File: src/rtl/const_materializer_if.sv
// Request/instruction handshake bundle for const_materializer.
// master = loader side driving requests and consuming words; slave = the materializer.
interface const_materializer_if;
    logic        in_valid;
    logic        in_ready;
    logic [31:0] in_value;
    logic [4:0]  in_rt;
    logic        out_valid;
    logic        out_ready;
    logic [31:0] out_instr;
    logic        out_last;

    modport master (
        output in_valid, in_value, in_rt, out_ready,
        input  in_ready, out_valid, out_instr, out_last
    );

    modport slave (
        input  in_valid, in_value, in_rt, out_ready,
        output in_ready, out_valid, out_instr, out_last
    );
endinterface

File: src/rtl/const_materializer.sv
// Rebuilds a 32-bit constant as ADDIU, LUI, or LUI+ORI into a destination register.
// Optional LUI_ONLY_OPT_EN: a non-fitting constant with a zero low half emits a lone LUI.
module const_materializer #(
    parameter logic [5:0] OP_ADDIU = 6'h09,
    parameter logic [5:0] OP_LUI   = 6'h0F,
    parameter logic [5:0] OP_ORI   = 6'h0D
) (
    input logic                  clock,
    input logic                  reset,
    const_materializer_if.slave  bus
);

    typedef enum logic [1:0] {
        IDLE,
        EMIT_HI,
        EMIT_LAST
    } state_t;

    state_t      state, next_state;
    logic [31:0] instr_p1;
    logic [31:0] ori_p1;
    logic        vld_p1;
    logic        accept;
    logic        fits;
    logic        single_word;
    logic        load_first;
    logic        load_ori;
    logic [31:0] first_word;
    logic [31:0] ori_word;

    // True when the value survives a round trip through a 16-bit sign-extended immediate.
    function automatic logic fits_imm16(input logic signed [31:0] v);
        return (v >= -32'sd32768) && (v <= 32'sd32767);
    endfunction

    function automatic logic [31:0] encode_i(input logic [5:0] op, input logic [4:0] rs,
                                             input logic [4:0] rt, input logic [15:0] imm);
        return {op, rs, rt, imm};
    endfunction

    assign fits       = fits_imm16($signed(bus.in_value));
    assign first_word = fits ? encode_i(OP_ADDIU, 5'd0, bus.in_rt, bus.in_value[15:0])
                             : encode_i(OP_LUI,   5'd0, bus.in_rt, bus.in_value[31:16]);
    assign ori_word   = encode_i(OP_ORI, bus.in_rt, bus.in_rt, bus.in_value[15:0]);

`ifdef LUI_ONLY_OPT_EN
    assign single_word = fits || (bus.in_value[15:0] == 16'h0000);
`else
    assign single_word = fits;
`endif

    // Ready depends on out_ready but never on in_valid.
    assign bus.in_ready = reset && ((state == IDLE) || ((state == EMIT_LAST) && bus.out_ready));
    assign accept       = bus.in_valid && bus.in_ready;

    always_comb begin
        next_state = state;
        load_first = 1'b0;
        load_ori   = 1'b0;
        case (state)
            IDLE: begin
                if (accept) begin
                    load_first = 1'b1;
                    next_state = single_word ? EMIT_LAST : EMIT_HI;
                end
            end
            EMIT_HI: begin
                if (bus.out_ready) begin
                    load_ori   = 1'b1;
                    next_state = EMIT_LAST;
                end
            end
            EMIT_LAST: begin
                if (bus.out_ready) begin
                    if (accept) begin
                        load_first = 1'b1;
                        next_state = single_word ? EMIT_LAST : EMIT_HI;
                    end else begin
                        next_state = IDLE;
                    end
                end
            end
            default: next_state = IDLE;
        endcase
    end

    // Stage p1: registered output word and sequence state.
    always_ff @(posedge clock or negedge reset) begin
        if (!reset) begin
            state    <= IDLE;
            instr_p1 <= 32'h0;
        end else begin
            state <= next_state;
            if (load_first) begin
                instr_p1 <= first_word;
            end else if (load_ori) begin
                instr_p1 <= ori_p1;
            end
        end
    end

    // The ORI word is only ever read after EMIT_HI, so it needs no reset.
    always_ff @(posedge clock) begin
        if (load_first) begin
            ori_p1 <= ori_word;
        end
    end

    assign vld_p1        = (state != IDLE);
    assign bus.out_valid = vld_p1;
    assign bus.out_last  = (state == EMIT_LAST);
    assign bus.out_instr = instr_p1;

endmodule
File: src/flat_wrapper.sv
// flat-port wrapper written by rule: the top's interface ports become plain ports
module const_materializer_flat 
#(
    parameter logic [5:0] OP_ADDIU = 6'h09,
    parameter logic [5:0] OP_LUI   = 6'h0F,
    parameter logic [5:0] OP_ORI   = 6'h0D
)
  (clock, reset, bus_in_valid, bus_in_value, bus_in_rt, bus_out_ready, bus_in_ready, bus_out_valid, bus_out_instr, bus_out_last);
  const_materializer_if bus_i ();
  input logic clock;
  input logic reset;
  input wire logic [$bits(bus_i.in_valid)-1:0] bus_in_valid;
  input wire logic [$bits(bus_i.in_value)-1:0] bus_in_value;
  input wire logic [$bits(bus_i.in_rt)-1:0] bus_in_rt;
  input wire logic [$bits(bus_i.out_ready)-1:0] bus_out_ready;
  output wire logic [$bits(bus_i.in_ready)-1:0] bus_in_ready;
  output wire logic [$bits(bus_i.out_valid)-1:0] bus_out_valid;
  output wire logic [$bits(bus_i.out_instr)-1:0] bus_out_instr;
  output wire logic [$bits(bus_i.out_last)-1:0] bus_out_last;
  assign bus_i.in_valid = bus_in_valid;
  assign bus_i.in_value = bus_in_value;
  assign bus_i.in_rt = bus_in_rt;
  assign bus_i.out_ready = bus_out_ready;
  assign bus_in_ready = bus_i.in_ready;
  assign bus_out_valid = bus_i.out_valid;
  assign bus_out_instr = bus_i.out_instr;
  assign bus_out_last = bus_i.out_last;
  const_materializer #(.OP_ADDIU(OP_ADDIU), .OP_LUI(OP_LUI), .OP_ORI(OP_ORI)) u_core (.clock(clock), .reset(reset), .bus(bus_i));
endmodule
File: config.mk
export PLATFORM = sky130hd
export DESIGN_NAME = const_materializer_flat
export DESIGN_NICKNAME = d
export VERILOG_FILES = /design/src/rtl/const_materializer_if.sv /design/src/rtl/const_materializer.sv /design/src/flat_wrapper.sv
export SDC_FILE = /design/constraint.sdc
export NUM_CORES = 1
export LEC_CHECK = 0
export ABC_CLOCK_PERIOD_IN_PS = 4800
export BUFFER_PORTS_ARGS = -buffer_cell sky130_fd_sc_hd__buf_2
export CORE_ASPECT_RATIO = 0.9
export CORE_MARGIN = 5
export CORE_UTILIZATION = 48
export CTS_BUF_LIST = sky130_fd_sc_hd__clkbuf_4
export DETAILED_ROUTE_END_ITERATION = 8
export PLACE_DENSITY_LB_ADDON = 0.1
export SLEW_MARGIN = 20
export SYNTH_ARGS = -nofsm -noshare
export SYNTH_HDL_FRONTEND = slang
export SYNTH_SLANG_ARGS = --single-unit
File: constraint.sdc
create_clock -name clock -period 4.8 [get_ports clock]
set_clock_uncertainty 0.15 [all_clocks]
set_input_delay 0.48 -clock clock [delete_from_list [all_inputs] [get_ports clock]]
set_output_delay 0.48 -clock clock [all_outputs]
set_load 0.01 [all_outputs]
==> results.ini, run 1 <==
[critical_path]
cp_max_fo = 26
crit_family = flip-flops
slowest_stage = dfrtp_1
rr_worst_depth = 4
cp-endpoint = u_core.ori_p1[8]
rr_startpoint = u_core.state[0]
crit_arrival_ns = 3.49
critPathCaptureType = flop
crit_path_cell_trace = and3b_1 > a311o_1 > nand2_8 > inv_1
reg2reg_to = u_core.ori_p1[8]
start_kind = flop
critical_path_class = flop to flop
critPathLaunch = u_core.state[0]
critPathMaxStageDelay_ns = 0.81
r2r_setup_slack_ns = 1.16
crit_required_ns = 4.65
crit_buf_inv = 1
critical_path_depth = 4

[drt]
wire_per_inst_um = 17.44
postRouteAntennaNets = 0
drc = 0
firstDrtPassIters = 5
drtIter0Drc = 112
wl_um = 5563
routed_via_density = 5.592
vias = 1784

[floorplan]
start_util = 0.5007
ios = 76
die_x_um = 82.37
die-area_um2 = 6188
core_area_um2 = 4518
die_h_um = 75.13
rows = 23

[timing]
finalSetupViolCount = 0
hold_viol_final = 0
min_period_ns = 3.640
slew_viol_final = 0
rsz0062_at_grt = false
fin_crit_sh = 0.7584
setup_slack_ns = 1.160
fin_setup_tns_ns = 0
tightest_slew_ns = 1.071
fmax_mhz = 274.7
slew-limit-headroom = 0.2852

[layout]
layout_common_cells = 73 x buf_2, 31 x dfrtp_1, 29 x nand2_1, 21 x edfxtp_1, 14 x nand3_1
drive_gt1_frac = 0.3580
layout_commonest_cell = buf_2
fillers = 398
final_cells = 319
layout.nets = 297
areaGrowthSynthToFinish_pct = 19.97
diodes = 0
fin_area_um2 = 2714

[logic_synthesis]
synth_flop_cell = dfrtp_1
synthArstFlopShare = 0.5962
post_synth_num_cell_types = 40
syn_avg_cell_area_um2 = 12.23
yosys_warnings = 0
synth_edf_count = 21
syn_area_um2 = 2262
ys_seq_elements = 52
synth-seq-area-share = 0.6217
synth_cells = 185

[power]
powerDensity_nw_per_um2 = 575.3
peakVddDrop_v = 0.0002553
total_leakage_power_uw = 0.001270

[place]
io_buffers = 73
place_area_um2 = 2648
gp_congestion = 0.7550
pre_cts_slack_ns = 1.149
hpwl_um = 3978
dp.cells = 310

[clock_network]
clkSlewWorstSetupHoldPaths_ns = 0.15
insertion_delay_ns = 0.36
cts_tree = yes
root_buffer = clkbuf_4
clockBufferDepth = 2
cts_resized = 0
cts_buffers = 5
post_cts_buffers = 0
h-tree-depth = 2
cts.sinks = 52

[job]
maxCapViolations = 0

[run_status]
status = finished, final reports clean

[global_route]
grt_pass1_wl_um = 8707
track_usage = 0.1879
gr-total-overflow = 0
grt_pass1_vias = 1734
grt_max_degree = 27
antenna_found_initial = 0

[hold_path]
hp-class = input port to flop

[worst min path at each step]
| stage | startpoint | to | cells past startpoint |
|---|---|---|---|
| floorplan | reset | u_core.bus.out_instr[0] | 0 |
| global placement | reset | u_core.state[0] | 1 |
| detailed placement | reset | u_core.state[0] | 1 |
| CTS | bus_in_value[14] | u_core.ori_p1[14] | 1 |
| global route | bus_in_value[10] | u_core.ori_p1[10] | 1 |
| finish | bus_in_value[1] | u_core.ori_p1[1] | 1 |
[through the flow]
step                      total power, uW  hold slack [ns]    util
final                                1561           0.1457  0.6007
after floorplan                      1147          0.03441       -
after global placement               1363           0.2385  0.5860
after CTS                            1575           0.1293  0.6007
after detailed placement             1375           0.2448  0.5860
after global routing                 1668           0.1200  0.6007
[timing repair]
item | 4_1_cts | 5_1_grt
endpoints found under the setup margin | 0 | 0
hold buffers | 1 | 0
endpoints found under the hold margin | 10 | 0
[power by group]
group	leakage [uW]	internal (uW)	switching [uW]	total, uW
Sequential	0.000574	641	94.8	735
Combinational	0.000662	264	361	625
Clock	0.0000338	68.1	133	201
[cell type report]
type / count / area [um2] / share of cell area
sequential: 52 / 1406 / 0.5182
tap: 62 / 77.57 / 0.02858
clock inverter: 1 / 3.754 / 0.001383
inverter: 8 / 30.03 / 0.01107
timing repair buffer: 76 / 390.4 / 0.1438
multi-input combinational: 113 / 753.2 / 0.2775
clock buffer: 7 / 52.55 / 0.01936
[sequential cells by signal (all words and copies together) (netlist names)]
register and flops:
u_core.state 2, u_core.ori_p1 21, u_core.bus.out_instr 29
[layer usage]
layer  vias up  track usage  wire length, um  part of all wire
met3         5      0.03828              418             0.075
met5         -            0                0                 0
met2        75       0.2829             2576              0.46
met1       861       0.2755             2521              0.45
li1        843            -                -                 -
met4         0      0.05535               46            0.0083
[synth_stat cells (2+ instances only)]
cell type	n	area share
buf_2	3	0.0066
buf_6	4	0.020
clkbuf_1	3	0.0050
inv_1	8	0.013
a22o_1	5	0.019
edfxtp_1	21	0.28
a222oi_1	5	0.022
nor2b_1	2	0.0055
nor2_1	7	0.012
nor4_1	4	0.011
nand3_1	14	0.031
o21ai_0	2	0.0044
a221o_1	10	0.044
a221o_2	4	0.020
nand4_1	8	0.022
buf_4	3	0.010
nand2_1	29	0.048
dfrtp_1	31	0.34
[worst register-to-register path, stage by stage, from the launching register on]
cell	delay [ns]
dfrtp_1	0.81
and3b_1	0.61
a311o_1	0.77
nand2_8	0.11
inv_1	0.81
[cells by family (layout without fill, tap and decap cells)]
logic type      Yosys count  in the layout  synth area share
compound gates           35             35            0.1455
buf+inv                  21             92           0.05475
flops                    52             52            0.6217
mux                       1              1          0.004425
other cells               1              2          0.001658
simple gates             75             75            0.1720
Note: power is estimated with default switching activity, not from simulation.
==> run 2: changes to the inputs <==
- ABC_CLOCK_PERIOD_IN_PS: 4800 -> 3010
- CORE_UTILIZATION: 48 -> 47
- clock period: 4.8 -> 3.01 ns (I/O delays scaled with it)
==> results.ini, run 2 (synthesized netlist as in run 1, its figures left out) <==
[global_route]
grt_util_met3 = 0.05405  ; +0.01578
grtUsageMet1 = 0.2503  ; -0.02514
antenna_found_initial = 0  ; unchanged
grt_pass1_vias = 1954  ; +13%
grt_busiest_layer = met2
track_usage = 0.1996  ; +0.01170
use_met2 = 0.3488  ; +0.06584
grt_max_degree = 24  ; -11%
grt_pass1_wl_um = 9825  ; +13%
gr-total-overflow = 0  ; unchanged

[power]
powerDensity_nw_per_um2 = 855.6  ; +49%
seqPwrFrac = 0.455  ; -0.016
swShare = 0.3806  ; +0.003727
peakVddDrop_v = 0.0003792  ; +49%
p_comb_frac = 0.422  ; +0.022
p_clk_frac = 0.123  ; -0.005
internal-power_uw = 1572  ; +62%
switching_power_uw = 966.0  ; +64%
total_leakage_power_uw = 0.001381  ; +8.8%

[layout]
areaGrowthSynthToFinish_pct = 31.14
diodes = 0  ; unchanged
largest_reg_flops = 29  ; unchanged
fillers = 407  ; +2.3%
drive_gt1_frac = 0.3392  ; -0.01875
fin_area_um2 = 2967  ; +9.3%
ff_latch_area_um2 = 1406  ; unchanged
multi_input_area_um2 = 753.2  ; unchanged
final_util = 0.6253  ; +0.02460
layout_commonest_cell = buf_2
layout.nets = 323  ; +8.8%
layout_common_cells = 73 x buf_2, 31 x dfrtp_1, 29 x nand2_1, 23 x dlygate4sd3_1, 21 x edfxtp_1

[job]
maxCapViolations = 0  ; unchanged

[drt]
wl_um = 5853  ; +5.2%
postRouteAntennaNets = 0  ; unchanged
drc = 0  ; unchanged
wire_per_inst_um = 16.82  ; -3.6%
drtIter0Drc = 96  ; -14%
vias = 1898  ; +6.4%
firstDrtPassIters = 6  ; +1
routed_via_density = 5.454  ; -2.5%

[floorplan]
core_area_um2 = 4745  ; +5.0%
die-area_um2 = 6303  ; +1.9%
die_h_um = 75.82  ; +0.92%
rows = 24  ; +4.3%
die_x_um = 83.13  ; +0.93%
ios = 76  ; unchanged
start_util = 0.4768  ; -0.02390

[clock_network]
clockBufferDepth = 2  ; unchanged
clkSlewWorstSetupHoldPaths_ns = 0.16  ; about the same
root_buffer = clkbuf_4
cts.sinks = 52  ; unchanged
h-tree-depth = 2  ; unchanged
cts_buffers = 5  ; unchanged
insertion_delay_ns = 0.37  ; about the same
cts_resized = 0  ; unchanged
cts_tree = yes

[timing]
fin_crit_sh = 0.8568
min_period_ns = 2.579
tightest_slew_ns = 0.9333  ; -0.1377 ns
slew_viol_final = 0  ; unchanged
finalSetupViolCount = 0  ; unchanged
hold_viol_final = 0  ; unchanged
fin_setup_tns_ns = 0  ; unchanged
slew-limit-headroom = 0.3778  ; +0.09259
fmax_mhz = 387.8
rsz0062_at_grt = false

[critical_path]
critPathMaxStageDelay_ns = 0.82  ; about the same
start_kind = input port
slowest_stage = a311oi_4
critical_path_class = input port to flop
crit_required_ns = 3.17  ; -1.48 ns
crit_arrival_ns = 2.74  ; -0.75 ns
crit_path_cell_trace = dlygate4sd3_1 > buf_2 > and3b_1 > a311oi_4 > buf_4 > a21o_1 > a31oi_1 > o2bb2ai_1
critPathLaunch = bus_out_ready
critPathCaptureType = flop
cp_max_fo = 21  ; -19%
rr_startpoint = u_core.state[0]

[place]
gp_congestion = 0.7812  ; +3.5%
io_buffers = 73  ; unchanged
place_area_um2 = 2681  ; +1.3%
hpwl_um = 4130  ; +3.8%

[run_status]
status = finished, final reports clean

[hold_path]
hp-class = input port to flop
hold_path.startpoint = bus_in_value[17]

[run 2: layer usage]
| metal | wire (um) | up-vias |
|---|---|---|
| met3 | 414 | 6 |
| met4 | 59 | 0 |
| met2 | 2941 | 75 |
| met5 | 0 | - |
| met1 | 2438 | 925 |
| li1 | - | 892 |
[run 2: critical path, delay by kind of cell]
| family | cells | cell delay, ns |
|---|---|---|
| AO/OA/AOI/OAI | 4 | 1.11 |
| buffers and inverters | 3 | 0.98 |
| AND/OR/NAND/NOR | 1 | 0.34 |
[run 2: final timing paths]
path	endpoint	cells past startpoint	slack (ns)
setup / recovery	u_core.bus.out_instr[0]	8	0.43
hold / removal	u_core.bus.out_instr[1]	2	0.05
min in group asynchronous	u_core.state[1]	3	0.27
max in group asynchronous	u_core.bus.out_instr[25]	3	2.19
hold reg to reg	u_core.bus.out_instr[26]	1	0.35
setup reg to reg	u_core.bus.out_instr[0]	7	0.46
[run 2: timing repair]
action                                 CTS  global route
hold buffers                            23             0
buffers inserted                         0             0
endpoints found under the hold margin   60             0
[run 2: per-stage QoR]
stage / hold WS [ns] / worst slack, ns / instances / total power [uW]
4_1_cts: 0.03676 / 0.4280 / 348 / 2569
3_5_place_dp: 0.1574 / 0.4633 / 317 / 2234
6_report: 0.05100 / 0.4311 / 348 / 2538
5_1_grt: 0.001978 / 0.2898 / 348 / 2736
2_1_floorplan: -0.1446 / 0.9727 / 186 / 1830
3_3_place_gp: 0.1644 / 0.4952 / 317 / 2205
[run 2: power by group through the flow]
stage	combinational (uW)	clock [uW]	sequential [uW]
after floorplan	599	0	1230
after global placement	1040	0	1170
after detailed placement	1060	0	1170
after CTS	1090	326	1160
after global routing	1190	362	1180
final	1070	313	1150
[run 2: cell type report]
type / instances / share of cell area
clock inverters: 3 / 0.005905
repair buffers: 102 / 0.2159
inverters: 8 / 0.01012
well taps: 65 / 0.02741
multi-input cells: 113 / 0.2539
flip-flops and latches: 52 / 0.4741
clock buffers: 5 / 0.01265
==> run 3: changes to the inputs <==
- ABC_CLOCK_PERIOD_IN_PS: 3010 -> 3100
- CORE_UTILIZATION: 47 -> 48
- REMOVE_ABC_BUFFERS: default -> 1
- clock period: 3.01 -> 3.1 ns (I/O delays scaled with it)
==> results.ini, run 3 (synthesized netlist as in run 1, its figures left out) <==
[timing]
slew-limit-headroom = 0.5448  ; +0.1670
fin_crit_sh = 0.8189
rsz0062_at_grt = false
tightest_slew_ns = 0.6828  ; -0.2505 ns
hold_viol_final = 0  ; unchanged
min_period_ns = 2.539
slew_viol_final = 0  ; unchanged
finalSetupViolCount = 0  ; unchanged
fmax_mhz = 393.9

[clock_network]
cts_buffers = 5  ; unchanged
h-tree-depth = 2  ; unchanged
root_buffer = clkbuf_4
insertion_delay_ns = 0.36  ; about the same
cts_tree = yes
clkSlewWorstSetupHoldPaths_ns = 0.14  ; -0.02 ns
post_cts_buffers = 0  ; unchanged
cts.sinks = 52  ; unchanged
cts_resized = 0  ; unchanged
clockBufferDepth = 2  ; unchanged

[place]
io_buffers = 73  ; unchanged
place_area_um2 = 2670  ; -0.42%
hpwl_um = 4027  ; -2.5%
gp_congestion = 0.8019  ; +2.6%

[critical_path]
critPathLaunch = reset
critPathCaptureType = flop
cp-endpoint = u_core.bus.out_instr[4]
crit_arrival_ns = 2.70  ; -0.04 ns
crit_required_ns = 3.26  ; +0.09 ns
rr_startpoint = u_core.state[0]
start_kind = input port
cp_max_fo = 17  ; -19%
critical_path_class = input port to flop
r2r_setup_slack_ns = 0.58  ; +0.12 ns
reg2reg_to = u_core.bus.out_instr[4]
rr_worst_depth = 5  ; -2

[layout]
largest_reg_flops = 29  ; unchanged
fin_area_um2 = 2947  ; -0.67%
drive_gt1_frac = 0.3381  ; -0.001144
final_util = 0.6522  ; +0.02691
layout.nets = 321  ; -0.62%
areaGrowthSynthToFinish_pct = 30.25
diodes = 0  ; unchanged
ff_latch_area_um2 = 1406  ; unchanged
layout_common_cells = 73 x buf_2, 31 x dfrtp_1, 29 x nand2_1, 22 x dlygate4sd3_1, 21 x edfxtp_1
fillers = 358  ; -12%
layout_commonest_cell = buf_2
multi_input_area_um2 = 753.2  ; unchanged

[power]
peakVddDrop_v = 0.0005486  ; +45%
powerDensity_nw_per_um2 = 832.4  ; -2.7%
total_leakage_power_uw = 0.001373  ; -0.60%

[floorplan]
die_x_um = 82.37  ; -0.92%
rows = 23  ; -4.2%
start_util = 0.5007  ; +0.02390
core_area_um2 = 4518  ; -4.8%
die-area_um2 = 6188  ; -1.8%
die_h_um = 75.13  ; -0.91%
ios = 76  ; unchanged

[run_status]
status = finished, final reports clean

[drt]
wl_um = 5693  ; -2.7%
vias = 1838  ; -3.2%
drc = 0  ; unchanged
drtIter0Drc = 113  ; +18%
routed_via_density = 5.359  ; -1.7%
postRouteAntennaNets = 0  ; unchanged
firstDrtPassIters = 4  ; -2
wire_per_inst_um = 16.60  ; -1.3%

[job]
maxCapViolations = 0  ; unchanged

[global_route]
grt_pass1_vias = 1882  ; -3.7%
track_usage = 0.2039  ; +0.004325
gr-total-overflow = 0  ; unchanged
antenna_found_initial = 0  ; unchanged
grt_max_degree = 27  ; +13%
grt_pass1_wl_um = 9439  ; -3.9%

[hold_path]
hp-class = input port to flop

## run 3: power breakdown
group | leakage, uW | switching [uW] | internal, uW
clock | 0.0000338 | 201 | 105
sequential | 0.000574 | 131 | 990
combinational | 0.000765 | 579 | 446
## run 3: stage by stage
stage               setup slack [ns]  power, uW  cells  TNS, ns  hold WS [ns]
finish                        0.5614       2453    343        0       0.01641
global route                  0.4597       2632    343        0       0.01227
CTS                           0.5693       2480    343        0      0.002365
detailed placement            0.6391       2158    313        0        0.1049
global placement              0.6911       2138    313        0        0.1032
floorplan                   -0.08452       1719    173  -0.2668       -0.1356
## run 3: routing by layer
metal	up-vias	track usage	wire length (um)	part of all wire
met5	-	0	0	0
met4	0	0.04982	60	0.011
met3	6	0.04904	511	0.090
met2	78	0.3016	2552	0.45
met1	864	0.3034	2568	0.45
li1	890	-	-	-
## run 3: worst min path at each step
stage,start,end,cells after the start
2_1_floorplan,reset,u_core.bus.out_instr[0],0
3_3_place_gp,reset,u_core.bus.out_instr[28],1
3_5_place_dp,reset,u_core.bus.out_instr[28],1
4_1_cts,bus_out_ready,u_core.state[0],2
5_1_grt,bus_out_ready,u_core.state[0],2
6_report,bus_out_ready,u_core.state[0],2
## run 3: layout make-up
class,instances,area share
Multi-Input combinational cell,113,0.2556
Sequential cell,52,0.4773
Tap cell,62,0.02633
Clock inverter,1,0.001274
Inverter,8,0.01019
Timing Repair Buffer,100,0.2115
Clock buffer,7,0.01783
## run 3: what timing repair did
item                       4_1_cts  5_1_grt
hold buffers                    22        0
setup endpoints to repair        0        0
hold endpoints to repair        35        0
## run 3: critical path: stages
cell and delay [ns]:
dlygate4sd3_1 0.52, buf_2 0.36, and4b_1 0.33, a311o_1 0.28, nand2_8 0.09, a21oi_2 0.53, a221o_2 0.27
